`src/rtl/load_ext_ctrl.sv`:
```
// Load-extension controller: one handshaked word read per load, then byte/halfword
// selection through the shared 16-to-32 extender, returning the result with a Done pulse.
module load_ext_ctrl #(
  parameter int unsigned TIMEOUT = 15
) (
  input  logic        Clk,
  input  logic        Rst,
  input  logic        Req,
  input  logic [2:0]  Op,
  input  logic [31:0] Addr,
  output logic        Busy,
  output logic        MemRd,
  output logic [31:0] MemAddr,
  input  logic        MemAck,
  input  logic [31:0] MemData,
  output logic [15:0] ExtX,
  output logic        ExtSe,
  input  logic [31:0] ExtY,
  output logic        Done,
  output logic [31:0] Data,
  output logic        Err,
  output logic [1:0]  dbg_state
);

  // Handshake: a read is in flight while MemRd=1; one cycle with MemAck=1 transfers
  // MemData and ends the read. MemAck in any other cycle is ignored.

  typedef enum logic [1:0] {
    S_IDLE = 2'd0,
    S_READ = 2'd1,
    S_EXT  = 2'd2
  } state_t;

  localparam logic [7:0] CNT_LAST = 8'(TIMEOUT - 1);

  state_t      state_q, state_d;
  logic [2:0]  op_q, op_d;
  logic [1:0]  addr_lo_q, addr_lo_d;
  logic [31:0] mem_addr_q, mem_addr_d;
  logic [31:0] word_q, word_d;
  logic [7:0]  cnt_q, cnt_d;
  logic [31:0] data_q, data_d;
  logic        done_q, done_d;
  logic        err_q, err_d;

  logic        req_ok;
  logic        timeout_hit;
  logic [7:0]  sel_byte;

  // Legal opcode and natural alignment of the incoming request.
  always_comb begin
    req_ok = 1'b0;
    case (Op)
      3'b000, 3'b100: req_ok = 1'b1;
      3'b001, 3'b101: req_ok = ~Addr[0];
      3'b011:         req_ok = (Addr[1:0] == 2'b00);
      default:        req_ok = 1'b0;
    endcase
  end

  assign timeout_hit = (cnt_q == CNT_LAST);

  // State register
  always_ff @(posedge Clk) begin
    if (Rst) begin
      state_q    <= S_IDLE;
      op_q       <= 3'b000;
      addr_lo_q  <= 2'b00;
      mem_addr_q <= 32'h0;
      word_q     <= 32'h0;
      cnt_q      <= 8'h0;
      data_q     <= 32'h0;
      done_q     <= 1'b0;
      err_q      <= 1'b0;
    end else begin
      state_q    <= state_d;
      op_q       <= op_d;
      addr_lo_q  <= addr_lo_d;
      mem_addr_q <= mem_addr_d;
      word_q     <= word_d;
      cnt_q      <= cnt_d;
      data_q     <= data_d;
      done_q     <= done_d;
      err_q      <= err_d;
    end
  end

  // Next-state logic
  always_comb begin
    state_d = state_q;
    case (state_q)
      S_IDLE: if (Req && req_ok) state_d = S_READ;
      S_READ: begin
        if (MemAck)           state_d = S_EXT;
        else if (timeout_hit) state_d = S_IDLE;
      end
      S_EXT:   state_d = S_IDLE;
      default: state_d = S_IDLE;
    endcase
  end

  // Datapath registers and the registered Done/Err pulses
  always_comb begin
    op_d       = op_q;
    addr_lo_d  = addr_lo_q;
    mem_addr_d = mem_addr_q;
    word_d     = word_q;
    cnt_d      = cnt_q;
    data_d     = data_q;
    done_d     = 1'b0;
    err_d      = 1'b0;
    case (state_q)
      S_IDLE: begin
        if (Req) begin
          if (req_ok) begin
            op_d       = Op;
            addr_lo_d  = Addr[1:0];
            mem_addr_d = {Addr[31:2], 2'b00};
            cnt_d      = 8'h0;
          end else begin
            err_d = 1'b1;
          end
        end
      end
      S_READ: begin
        if (MemAck) begin
          word_d = MemData;
        end else if (timeout_hit) begin
          err_d = 1'b1;
          cnt_d = 8'h0;
        end else begin
          cnt_d = cnt_q + 8'd1;
        end
      end
      S_EXT: begin
        data_d = op_q[1] ? word_q : ExtY;
        done_d = 1'b1;
      end
      default: ;
    endcase
  end

  // Big-endian byte lanes: lane 0 is the most significant byte.
  always_comb begin
    sel_byte = 8'h00;
    case (addr_lo_q)
      2'd0: sel_byte = word_q[31:24];
      2'd1: sel_byte = word_q[23:16];
      2'd2: sel_byte = word_q[15:8];
      2'd3: sel_byte = word_q[7:0];
      default: sel_byte = 8'h00;
    endcase
  end

  // Output decode
  always_comb begin
    Busy  = (state_q != S_IDLE);
    MemRd = (state_q == S_READ);
    ExtX  = 16'h0;
    ExtSe = 1'b0;
    if (state_q == S_EXT && !op_q[1]) begin
      ExtSe = ~op_q[2];
      if (op_q[0]) ExtX = addr_lo_q[1] ? word_q[15:0] : word_q[31:16];
      else         ExtX = {{8{~op_q[2] & sel_byte[7]}}, sel_byte};
    end
  end

  assign MemAddr   = mem_addr_q;
  assign Data      = data_q;
  assign Done      = done_q;
  assign Err       = err_q;
  assign dbg_state = state_q;

endmodule

```
`config.mk`:
```
export PLATFORM = sky130hd
export DESIGN_NAME = load_ext_ctrl
export DESIGN_NICKNAME = d
export VERILOG_FILES = /design/src/rtl/load_ext_ctrl.sv
export SDC_FILE = /design/constraint.sdc
export NUM_CORES = 1
export LEC_CHECK = 0
export CAP_MARGIN = 0
export CORE_ASPECT_RATIO = 0.6
export CORE_MARGIN = 5
export CORE_UTILIZATION = 28
export CTS_CLUSTER_SIZE = 16
export DETAILED_ROUTE_END_ITERATION = 7
export PLACE_DENSITY_LB_ADDON = 0.25
export SLEW_MARGIN = 40
export SYNTH_ARGS = -nofsm -noshare
export SYNTH_HDL_FRONTEND = slang
export SYNTH_SLANG_ARGS = --single-unit
```
`constraint.sdc`:
```
create_clock -name Clk -period 3.4 [get_ports Clk]
set_clock_uncertainty 0.1 [all_clocks]
set_input_delay 0.51 -clock Clk [delete_from_list [all_inputs] [get_ports Clk]]
set_output_delay 0.51 -clock Clk [all_outputs]
set_load 0.02 [all_outputs]
```
After elaboration in Yosys (flattened, before gate mapping)
Cells that the tools add are included.

word-level totals
  register bits = 111
  bits of input ports = 103
  output and inout port bits = 87
  word-level logic and storage cells = 65

cells by class
  add/sub/neg operators = 1
  equality and inequality tests = 15
  muxes and demuxes = 22
  bitwise operators = 3
  reduce and logical (&&, ||, !) cells = 15

operators with widths
  operator                                        number
  two-way mux 16 bit                              3
  two-way mux 32 bit                              1
  two-way mux 8 bit                               4
  case mux 8 bit (4 select lines)                 1
  case mux 8 bit (2 select lines)                 1
  adder 8 x 1 -> 8 bit (second input constant)    1
  == test 8 x 4 -> 1 bit (second input constant)  1
  != test 2 bit (second input constant)           4
  == test 2 bit (second input constant)           3
  == test 3 bit (second input constant)           2
  zero test 2 bit                                 3
  two-way mux 1 bit                               6
  two-way mux 2 bit                               3
  == test 2 x 1 -> 1 bit (second input constant)  2
  case mux 2 bit (2 select lines)                 1
  AND reduction 2 bit                             2
  AND reduction 4 bit                             1
  nonzero test 2 bit                              2
  OR reduction 2 bit                              2
  == test 3 x 1 -> 1 bit (second input constant)  1
  == test 3 x 2 -> 1 bit (second input constant)  1
  zero test 3 bit                                 1
  != test 3 x 1 -> 1 bit (second input constant)  1
  case mux 1 bit (3 select lines)                 1
  other kinds (6)                                 8

Logic depth before layout (Yosys ltp)
Gate-level depths: netlist of run 1.

  depth in word-level cells = 6
  mapped depth = 7
  mapped depth without buffers = 5

Worst setup path after synthesis of run 1
Ideal clock, no wire load.

  path type = register to output
  start point = register state_q[1] (netlist: dbg_state[1])
  end point = output port ExtX[10]
  arrival = 1.643 ns
  data required time = 2.790 ns
  path slack = 1.147 ns
  cell stages (with the launch flop) = 5
  path buffers = 1
  path through = dfxtp_1 > and2b_2 > nand2b_1 > clkbuf_1 > a211oi_1

on the way
  word-level cells in the longest chain between the ends = 3

RTL lines
  item                    RTL line  source
  from (decl)             36        state_t state_q, state_d;
  from (signal assigned)  76        state_q <= state_d;
  == test 2 bit           161       if (state_q == S_EXT && !op_q[1]) begin
  logical AND 1 bit       161
  two-way mux 16 bit      161
  to (decl)               16        output logic [15:0] ExtX,

No other way between the ends.

Worst setup path after layout of run 1
  start point = register addr_lo_q[1]
  end point = output port ExtX[13]

on the way
  word-level cells in the longest chain between the ends = 5

RTL lines
  item                                         RTL line  source
  from (decl)                                  38        logic [1:0] addr_lo_q, addr_lo_d;
  from (signal assigned)                       78        addr_lo_q <= addr_lo_d;
  == test 2 bit, or another cell as far along  146       case (addr_lo_q)
  case mux 8 bit (4 select lines)              146
  bitwise AND 1 bit                            164       else ExtX = {{8{~op_q[2] & sel_byte[7]}}, sel_byte};
  two-way mux 16 bit (*)                       163       if (op_q[0]) ExtX = addr_lo_q[1] ? word_q[15:0] : word_q[31:16];
  two-way mux 16 bit (*)                       161

Mark *: on every way between the ends. The rest lies on a longest branch, timed or not.

==> results.cfg, run 1 <==
[route]
drc_errors = 0
routedWlPerCell_um = 17.9
drt-pass1-iter-count = 4
wl_um = 16600
postRouteAntennaNets = 0
vias = 4305
first_iter_violations = 350
vias_per_cell = 4.66

[layout]
multi_input_area_um2 = 2370
postLayoutCellArea_um2 = 7160
final_common_cell = clkdlybuf4s50_1
nets = 790
instances_no_fill = 924
antenna-diode-count = 0
ff_latch_area_um2 = 2220
syn2layout_area_growth_pct = 49.8
drive_above_1_share_pct = 5.94
n_fill_cell = 1683
layout_common_cells = clkdlybuf4s50_1 (186), dfxtp_1 (110), mux2i_1 (78), nand2_1 (73), nor2_1 (71)

[timing]
fmax_mhz = 317
setup_violations = 0
setup_slack_ps = 246
slew_viol_final = 0
setup_tns_ps = 0
rsz0062_at_grt = false
hold_viol = 0
tightestPinTransition_ps = 714
min_period_over_period_pct = 92.8
period_needed_ps = 3150
relSlewSlack_pct = 52.1

[floorplanning]
io_pins = 190
start_util_pct = 28.2
die-area_um2 = 19900
core-area_um2 = 16900
rows = 37
die_w_um = 179
fp.dieH_um = 111

[setup_path]
worstPathArrival_ps = 2540
crit_type = reg -> out
crit_path_end_kind = primary output
cp_max_fo = 8
worstPathRequired_ps = 2790
cp-start-kind = register

[cts]
cts_resized = 0
h-tree-depth = 3
cts_sinks = 111
cts_made_buffers = 9
cts_setup_buffers = 0
cts_hold_buf = 0
clockBufferDepth = 2
worstSkewPairLatency_ps = 350
cts-root-buf = clkbuf_16
path_clk_slew_ps = 80
tritoncts = yes

[global_route]
grt_max_degree = 85
overflow = 0
antenna_found_initial = 1
first_global_vias = 4247
grt_pass1_wl_um = 25300
grt_usage_pct = 16.3

[synth]
synth_top_area_cell = dfxtp_1
synthCells = 518
synthArstFlopShare_pct = 0
ys_types = 38
yosysTopAreaCellShare_pct = 46.5
synthFlopType = dfxtp_1
synthTopCellsByArea = dfxtp_1 (47%), mux2i_1 (16%), a211oi_1 (6.3%)
ys_seq_area_share_pct = 46.5
syn_area_per_cell_um2 = 9.22
yosysWarnings = 0
synth_area_um2 = 4780
ys_ff_latch = 111
synth-edff-count = 0

[placed_design]
dp.final_hpwl_um = 12500
placed_area_um2 = 6850
port_buffers = 187
placedCellCount = 908
routabilityCongestion = 0.869
place_ws_ps = 635

[job]
drv_cap = 0

[outcome]
status = finished clean

[pwr]
p_leak_nw = 2.56
powerDensity_nw_per_um2 = 396
power_w = 0.00283
ir_worst_vdd_uv = 252

[hold_path]
hold_path.class = reg -> reg
==> path summary, 6_finish.rpt <==
kind                                         endpoint                      start  cells past startpoint  slack (ps)
worst max register to register  cnt_q[4]$_SDFFE_PP0P_      cnt_q[0]$_SDFFE_PP0P_                      5        1510
worst max-delay path                         ExtX[13]  addr_lo_q[1]$_SDFFE_PP0P_                      5         250
worst min-delay path            Data[19]$_SDFFE_PP0P_      Data[19]$_SDFFE_PP0P_                      2         400
worst min register to register  Data[19]$_SDFFE_PP0P_      Data[19]$_SDFFE_PP0P_                      2         400
==> stage by stage <==
step | hold slack, ps | utilization [%]
after floorplan | 346 | -
after global placement | 374 | 40.4
after detailed placement | 383 | 40.4
after CTS | 400 | 42.2
after global routing | 425 | 42.2
final | 399 | 42.2
==> power breakdown <==
group          total (W)  internal [W]  switching (W)
clock network    0.00107      0.000553       0.000516
logic           0.000396      0.000221       0.000175
registers        0.00137       0.00134      0.0000324
total            0.00283       0.00211       0.000723
==> cells in the mapped netlist, types with 3 or more instances <==
cell,n
a211oi_1,40
a21oi_1,35
a2bb2oi_1,3
buf_2,13
clkbuf_1,25
dfxtp_1,111
inv_1,3
mux2i_1,78
mux4_2,8
nand2_1,73
nand3_1,13
nor2_1,71
nor2b_1,9
o21ai_0,4
or3_1,3
==> layer usage <==
layer	GRT usage, %	part of all wire, %	vias to the layer above
met5	0	0.078	-
met4	3.47	0.88	2
met3	4.98	9.0	11
met2	22.9	41	155
met1	24.3	49	2001
li1	-	-	2136
==> worst max-delay path: stages (launching register included) <==
cell	delay, ps
dfxtp_1	560
mux2i_1	330
mux2i_1	110
a21oi_1	520
a211oi_1	100
clkdlybuf4s50_1	580
==> cells by family (layout without fill, tap and decap cells) <==
logic type,Yosys count,count (layout),synth area share (%)
AOI/OAI and AO/OA,87,87,11.8
adders and majority gates,2,2,0.524
buffers and inverters,44,215,3.95
DFF,111,111,46.5
muxes,86,86,20.1
other,1,2,0.0785
and+or+nand+nor,187,187,17.0
==> cell type report <==
type,count,area share (%)
clock buffer,11,3.53
multi-input combinational,364,33.1
clock inverter,5,0.717
inverter,3,0.157
timing repair buffer,196,27.3
sequential,111,31.1
tap,234,4.09
==> sequential cells by signal, indices dropped and copies added (netlist names) <==
name and flops:
word_q 32, Data 32, dbg_state 2, Err 1
Done 1, MemAddr 30, cnt_q 8, addr_lo_q 2
op_q 3
(Power assumes the default switching activity.)
==> run 2, diff against run 1 <==
CAP_MARGIN = default   (was 0)
==> results of run 2 <==
No change in the layout: final DEF, timing and power equal those of run 1.
==> run 3, diff against run 2 <==
clock period = 3.7 ns   (was 3.4 ns; I/O delays follow)
==> run 3 against run 2 <==
  * Critical path depth unchanged
  * Via count is 1.6% higher
  * First-iteration DRC count fell by 19%
  * Critical path type unchanged
  * Largest power group unchanged
==> results.cfg, run 3 (synthesized netlist as in run 1, its figures left out) <==
[setup_path]
worstPathRequired_ps = 3040
critical_path.max_stage_delay_ps = 610
reg2reg_depth = 6
crit_family = flip-flops
crit_type = reg -> out
crit_path_end_kind = primary output
r2r_end = word_q[29]$_SDFFE_PP0P_
rrSetupSlack_ps = 1580
worstPathArrival_ps = 2570
crit_top_cell = mux2i_1
startpoint = addr_lo_q[1]$_SDFFE_PP0P_
cp_cell_sequence = mux2i_1 > mux2i_1 > a21oi_1 > a211oi_1 > clkdlybuf4s50_1
crit_buf_inv = 1
slowest_stage = dfxtp_1
cp-start-kind = register
r2r-start = dbg_state[0]$_SDFFE_PP0P_
cp_max_fo = 10

[placed_design]
port_buffers = 187
place_ws_ps = 865
routabilityCongestion = 0.859
dp.final_hpwl_um = 12700

[pwr]
p_int_w = 0.00196
p_leak_nw = 2.53
power_frac_seq_pct = 48.1
ir_worst_vdd_uv = 201
powerDensity_nw_per_um2 = 368
p_sw_w = 0.000657
swShare_pct = 25.1
pwr-share-clk_pct = 38.0
power_frac_comb_pct = 13.9

[floorplanning]
fp.dieH_um = 111
core-area_um2 = 16900
rows = 37
die-area_um2 = 19900
io_pins = 190
die_w_um = 179
start_util_pct = 28.2

[cts]
tritoncts = yes
cts_resized = 0
path_clk_slew_ps = 70
cts_sinks = 111
cts_setup_buffers = 0
cts_hold_buf = 0
worstSkewPairLatency_ps = 350
clockBufferDepth = 2
h-tree-depth = 3
cts-root-buf = clkbuf_16
cts_made_buffers = 9

[layout]
layout_common_cells = clkdlybuf4s50_1 (186), dfxtp_1 (110), mux2i_1 (78), nand2_1 (72), nor2_1 (71)
nets = 787
antenna-diode-count = 0
syn2layout_area_growth_pct = 48.9
final_common_cell = clkdlybuf4s50_1
drive_above_1_share_pct = 5.53

[job]
drv_cap = 0

[route]
drt-pass1-iter-count = 4
dr.max_layer_used = met5
vias = 4376
postRouteAntennaNets = 0
drc_errors = 0
wl_met1_um = 7930
wl_um = 16900
wl_met3_um = 1810
vias_per_cell = 4.75
met2_length_um = 6920
routedWlPerCell_um = 18.4
first_iter_violations = 283

[timing]
relSlewSlack_pct = 45.4
min_period_over_period_pct = 87.1
setup_slack_ps = 476
period_needed_ps = 3220
slew_viol_final = 0
setup_violations = 0
tightestPinTransition_ps = 819
hold_viol = 0
rsz0062_at_grt = false
setup_tns_ps = 0
fmax_mhz = 310

[global_route]
antenna_found_initial = 6
first_global_vias = 4398
grt_max_degree = 73
grt_pass1_wl_um = 25700
grt_usage_pct = 16.6
overflow = 0

[outcome]
status = finished clean

[hold_path]
whs_path_depth = 2
hold_end = word_q[10]$_SDFFE_PP0P_
hp-start = word_q[10]$_SDFFE_PP0P_
hold_path.class = reg -> reg
[run 3: worst reg2reg max path, delay by kind of cell (launching register included)]
kind                   cells  cell delay [ps]
AOI/OAI and AO/OA          1              120
buffers and inverters      2              460
DFF                        1              420
and+or+nand+nor            3              960
[run 3: how the worst max path moves through the flow]
stage                to  cells after the start
2_1_floorplan  ExtX[10]                      4
3_3_place_gp    ExtX[0]                      4
3_5_place_dp    ExtX[7]                      4
4_1_cts         ExtX[7]                      4
5_1_grt        ExtX[10]                      5
6_report       ExtX[11]                      5
[run 3: cell type report]
class,instances,area (um2)
Sequential cell,111,2220
Multi-Input combinational cell,364,2370
Inverter,3,11.3
Tap cell,234,293
Clock inverter,6,68.8
Fill cell,1701,9830
Timing Repair Buffer,193,1910
Clock buffer,10,229
[run 3: stage by stage]
stage	utilization, %	cells	hold WS, ps	total power, W	area [um2]
floorplan	-	519	346	0.00145	4780
global placement	40.2	905	372	0.00164	6810
detailed placement	40.2	905	385	0.00165	6820
CTS	42.0	921	397	0.00265	7110
global route	42.0	921	422	0.00272	7110
finish	42.0	921	391	0.00262	7110
[run 3: metal layers]
metal,vias to the layer above,global-route usage (%)
met5,-,0
met4,12,3.78
met3,28,6.88
met2,149,24.0
met1,2050,22.9
li1,2137,-
[run 3: power by group through the flow]
stage	Combinational, W	Sequential (W)	Clock, W
after floorplan	0.000145	0.00130	0
after global placement	0.000361	0.00128	0
after detailed placement	0.000365	0.00129	0
after CTS	0.000367	0.00126	0.00103
after global routing	0.000391	0.00126	0.00107
final	0.000364	0.00126	0.000995
